`config.mk`:
```
export PLATFORM = sky130hd
export DESIGN_NAME = vector_dsp_unit
export DESIGN_NICKNAME = d
export VERILOG_FILES = /design/src/rtl/vector_dsp_unit.sv
export SDC_FILE = /design/constraint.sdc
export NUM_CORES = 1
export LEC_CHECK = 0
export CORE_MARGIN = 3
export CORE_UTILIZATION = 30
export CTS_BUF_LIST = sky130_fd_sc_hd__clkbuf_4 sky130_fd_sc_hd__clkbuf_8
export DETAILED_ROUTE_END_ITERATION = 7
export GPL_ROUTABILITY_DRIVEN = 0
export HOLD_SLACK_MARGIN = 0.03
export SETUP_SLACK_MARGIN = 0.05
export SLEW_MARGIN = 20
export SYNTH_ARGS = -nofsm -noshare
export SYNTH_HDL_FRONTEND = slang
export SYNTH_SLANG_ARGS = --single-unit
export TNS_END_PERCENT = 100
```
`constraint.sdc`:
```
create_clock -name clk -period 7.4 [get_ports clk]
set_clock_uncertainty 0.1 [all_clocks]
set_input_delay 2.22 -clock clk [delete_from_list [all_inputs] [get_ports clk]]
set_output_delay 2.22 -clock clk [all_outputs]
set_load 0.1 [all_outputs]
```
`src/rtl/vector_dsp_unit.sv`:
```
// Lane-serial packed SIMD unit: vadd / vsub / vmul / vfmadd over a 32-bit word,
// one lane per cycle, with the finished vector published to result only on completion.
module vector_dsp_unit #(
    parameter int LANE_W    = 8,
    parameter int NUM_LANES = 32 / LANE_W
) (
    input  logic        clk,
    input  logic        rst,
    input  logic        start,
    input  logic [1:0]  op_dsp,
    input  logic [31:0] src_a,
    input  logic [31:0] src_b,
    input  logic [31:0] src_c,
    output logic [31:0] result,
    output logic        busy,
    output logic        done
);

    typedef enum logic [1:0] {
        IDLE = 2'd0,
        EXEC = 2'd1,
        DONE = 2'd2
    } state_e;

    localparam logic [1:0] OP_VADD   = 2'b00;
    localparam logic [1:0] OP_VMUL   = 2'b01;
    localparam logic [1:0] OP_VFMADD = 2'b10;
    localparam logic [1:0] OP_VSUB   = 2'b11;

    localparam int CNT_W = (NUM_LANES > 1) ? $clog2(NUM_LANES) : 1;
    localparam logic [CNT_W-1:0] LAST_LANE = CNT_W'(NUM_LANES - 1);

    state_e             state_q, state_d;
    logic [31:0]        srcA_q, srcB_q, srcC_q;
    logic [1:0]         op_q;
    logic [CNT_W-1:0]   laneCnt_q;
    logic [31:0]        work_q, work_d;
    logic [31:0]        result_q;

    logic               accept;
    logic               lastLane;
    logic [LANE_W-1:0]  laneA, laneB, laneC, laneRes;

    // A new operation is accepted only outside EXEC, so operands stay frozen while lanes run.
    assign accept   = start && (state_q != EXEC);
    assign lastLane = (state_q == EXEC) && (laneCnt_q == LAST_LANE);

    always_ff @(posedge clk) begin
        if (rst) begin
            state_q <= IDLE;
        end else begin
            state_q <= state_d;
        end
    end

    always_comb begin
        state_d = state_q;
        case (state_q)
            IDLE:    if (start) state_d = EXEC;
            EXEC:    if (lastLane) state_d = DONE;
            DONE:    state_d = start ? EXEC : IDLE;
            default: state_d = IDLE;
        endcase
    end

    always_comb begin
        busy = (state_q == EXEC);
        done = (state_q == DONE);
    end

    // Per-lane arithmetic is done at LANE_W width, so carries and borrows cannot leak between lanes.
    always_comb begin
        laneA   = srcA_q[laneCnt_q * LANE_W +: LANE_W];
        laneB   = srcB_q[laneCnt_q * LANE_W +: LANE_W];
        laneC   = srcC_q[laneCnt_q * LANE_W +: LANE_W];
        laneRes = '0;
        case (op_q)
            OP_VADD:   laneRes = laneA + laneB;
            OP_VSUB:   laneRes = laneA - laneB;
            OP_VMUL:   laneRes = laneA * laneB;
            OP_VFMADD: laneRes = (laneA * laneB) + laneC;
            default:   laneRes = '0;
        endcase
        work_d = work_q;
        work_d[laneCnt_q * LANE_W +: LANE_W] = laneRes;
    end

    always_ff @(posedge clk) begin
        if (rst) begin
            srcA_q    <= '0;
            srcB_q    <= '0;
            srcC_q    <= '0;
            op_q      <= '0;
            laneCnt_q <= '0;
            work_q    <= '0;
            result_q  <= '0;
        end else if (accept) begin
            srcA_q    <= src_a;
            srcB_q    <= src_b;
            srcC_q    <= src_c;
            op_q      <= op_dsp;
            laneCnt_q <= '0;
            work_q    <= '0;
        end else if (state_q == EXEC) begin
            work_q    <= work_d;
            laneCnt_q <= laneCnt_q + 1'b1;
            if (lastLane) begin
                result_q <= work_d;
            end
        end
    end

    assign result = result_q;

endmodule

```
==> results.json <==
{
  "critical_path_class": "flip-flop to flip-flop",
  "finalPower_uw": 2110,
  "port-buffer-count": 134,
  "async_flop_share": 0,
  "wl_per_cell_um": 15.1,
  "maxSlewViolCount": 0,
  "power_leakage_uw": 0.00385,
  "avgSynthCellArea_um2": 8.47,
  "max-vdd-ir-drop_mv": 0.111,
  "final_cell_mix": "nand2_1 (218), dfxtp_1 (165), a21oi_1 (147)",
  "finalNonFillerCells": 1470,
  "fmax_mhz": 164,
  "max-cap-violations": 0,
  "area_growth_pct": 24.0,
  "core-area_mm2": 0.0273,
  "whs_endpoint": "srcC_q[7]$_SDFFE_PP0P_",
  "synthTopCellsByArea": "dfxtp_1 (40%), nand2_1 (9.8%), a21oi_1 (8.8%)",
  "synth_fa_ha_area_frac": 0.0944,
  "synth.distinct_cells": 45,
  "dr.pass1.iters": 5,
  "first_iter_violations": 466,
  "hold_depth": 2,
  "synth-compound-area-share": 0.174,
  "die_h_um": 173,
  "cts-resized-gates": 0,
  "routed_wl_um": 22200,
  "grt_max_degree": 102,
  "cellPowerDensity_mw_per_mm2": 203,
  "power_frac_comb": 0.212,
  "rsz0062_at_grt": "no",
  "die-area_mm2": 0.0301,
  "grt_use_met1": 0.207,
  "hold_viol_final": 0,
  "clkPwrFrac": 0.334,
  "post_cts_buffers": 0,
  "syn-num-nets": 1148,
  "p_seq_frac": 0.455,
  "grt_overflow_total": 0,
  "num-fill-cells": 2802,
  "switching_share": 0.311,
  "dpl.hpwl_um": 15900,
  "drcViolationCount": 0,
  "use_met2": 0.224,
  "yosys.area_share.simple": 0.179,
  "layout.cells.most_common": "nand2_1",
  "internal_power_uw": 1460,
  "crit_fanout": 17,
  "grt_pass1_vias": 6677,
  "layout-drive-gt1-share": 0.0710,
  "finalSetupTns_ns": 0,
  "antenna_found_initial": 0,
  "finalCritPeriodShare": 0.825,
  "grtUsageMet3": 0.0254,
  "ctsRootBufferMaster": "clkbuf_8",
  "hold_path_class": "flip-flop to flip-flop",
  "pin_count": 135,
  "r2r_cells": 17,
  "regToRegStartpoint": "laneCnt_q[0]$_SDFFE_PP0P_",
  "ctsLongestPathBuffers": 2,
  "status": "complete, no violations",
  "clock_latency_ns": 0.46,
  "cts.sinks": 166,
  "dp_cells": 1439,
  "synth_top_area_cell": "dfxtp_1",
  "diodes": 0,
  "busiest_layer": "met2",
  "synth_area_mm2": 0.00840,
  "crit_required_ns": 7.66,
  "ys_ff_latch": 166,
  "tritoncts": "built",
  "synth_xor_area_frac": 0.0389,
  "arrival_ns": 6.37,
  "ant_nets": 0,
  "crit_path_start": "laneCnt_q[0]$_SDFFE_PP0P_",
  "h-tree-depth": 4,
  "via_count": 7076,
  "worst_pin_slew_ns": 1.07,
  "cts_hold_buf": 0,
  "rr_endpoint": "work_q[22]$_SDFFE_PP0P_",
  "numCtsBuffers": 17,
  "yosys_warnings": 0,
  "synth_ff_type": "dfxtp_1",
  "critical_path.startpoint_type": "flip-flop",
  "synthMuxAreaShare": 0.0657,
  "hp-start": "srcC_q[7]$_SDFFE_PP0P_",
  "synth_top_area_share": 0.395,
  "cp-end-kind": "flip-flop",
  "final_nets": 1242,
  "slew_headroom": 0.286,
  "viasPerCell": 4.81,
  "syn_inst": 992,
  "p_sw_uw": 657,
  "fin_crit_ns": 6.11,
  "die_width_um": 173,
  "rows": 60,
  "grt_pass1_wl_um": 35600,
  "yosysSeqAreaShare": 0.395,
  "gr-usage-all-layers": 0.144,
  "setup_viol": 0,
  "cts.reportedPaths.clkPinSlew_ns": 0.09,
  "start_util": 0.308,
  "synth-edff-count": 0,
  "synth_top_family_by_area": "simple AND/OR/NAND/NOR gates",
  "r2r_slack_ns": 1.29
}
==> metrics by stage <==
step                      area [um^2]   util  worst slack (ns)  hold WS [ns]
final                           10400  0.382              1.29         0.356
after global routing            10400  0.382             0.902         0.375
after CTS                       10400  0.382              1.26         0.358
after detailed placement         9990  0.367              1.29         0.347
after global placement           9990  0.367              1.38         0.340
after floorplan                  8400      -              1.91         0.333
==> critical path: stages (launching register included) <==
cell	delay [ns]
dfxtp_2	0.64
buf_4	0.40
mux4_2	0.70
and2_1	0.22
fa_1	0.43
ha_1	0.29
inv_1	0.05
fa_1	0.52
inv_1	0.06
ha_1	0.30
a21o_1	0.16
a21oi_1	0.18
xnor2_1	0.18
ha_1	0.30
or3b_2	0.48
a32oi_1	0.50
a22oi_1	0.19
a211oi_1	0.30
==> kinds of logic (layout without fill, tap and decap cells) <==
| family | after synthesis | after routing |
|---|---|---|
| and+or+nand+nor | 356 | 356 |
| DFF | 166 | 166 |
| xor gates and xnor gates | 33 | 33 |
| adders and majority gates | 55 | 55 |
| buffers and inverters | 110 | 216 |
| AOI/OAI and AO/OA | 247 | 247 |
| muxes | 25 | 25 |
==> final cells by class <==
cell class | count | area, um^2 | area share
Sequential cell | 166 | 3320 | 0.319
Multi-Input combinational cell | 716 | 4660 | 0.447
Inverter | 46 | 173 | 0.0166
Timing Repair Buffer | 139 | 1380 | 0.132
Tap cell | 372 | 465 | 0.0447
Clock buffer | 17 | 234 | 0.0225
Clock inverter | 14 | 186 | 0.0179
==> cell usage after synthesis, types with 2 or more instances <==
library cell,number
inv_1,45
nand2b_1,4
a31oi_1,6
xor2_1,8
dfxtp_1,166
xor2_2,2
a21oi_1,147
a41oi_1,3
a22oi_1,7
nor2_1,73
xnor2_1,21
o21bai_1,2
nand3_1,2
fa_1,14
a221oi_1,6
buf_6,2
a211oi_1,52
a21o_1,6
ha_1,41
nand2_1,219
buf_1,4
nor3_1,10
and2_1,16
mux4_2,24
o21ai_0,13
nor2b_1,25
buf_2,3
clkbuf_1,54
==> worst max path at each step <==
stage / endpoint / slack (ns)
after global routing: work_q[15]$_SDFFE_PP0P_ / 0.90
after global placement: work_q[31]$_SDFFE_PP0P_ / 1.38
after detailed placement: work_q[31]$_SDFFE_PP0P_ / 1.29
after CTS: work_q[31]$_SDFFE_PP0P_ / 1.26
final: work_q[22]$_SDFFE_PP0P_ / 1.29
after floorplan: work_q[31]$_SDFFE_PP0P_ / 1.91
==> power by group through the flow <==
stage / combinational (uW) / clock (uW) / sequential (uW)
2_1_floorplan: 291 / 0 / 972
3_3_place_gp: 440 / 0 / 981
3_5_place_dp: 445 / 0 / 982
4_1_cts: 447 / 724 / 961
5_1_grt: 492 / 763 / 967
6_report: 448 / 706 / 961
==> routing by layer <==
metal  wire, um  vias to the layer above
li1           -                     3544
met1      10700                     3333
met2      10100                      177
met3       1140                       22
met4        325                        0
met5          0                        -
==> sequential cells by signal (all words and copies together), names as in the netlist <==
register	cells
srcB_q	32
work_q	32
op_q	2
laneCnt_q	2
result	32
srcC_q	32
state_q	2
srcA_q	32
No activity file was read; power rests on OpenSTA's default activity.
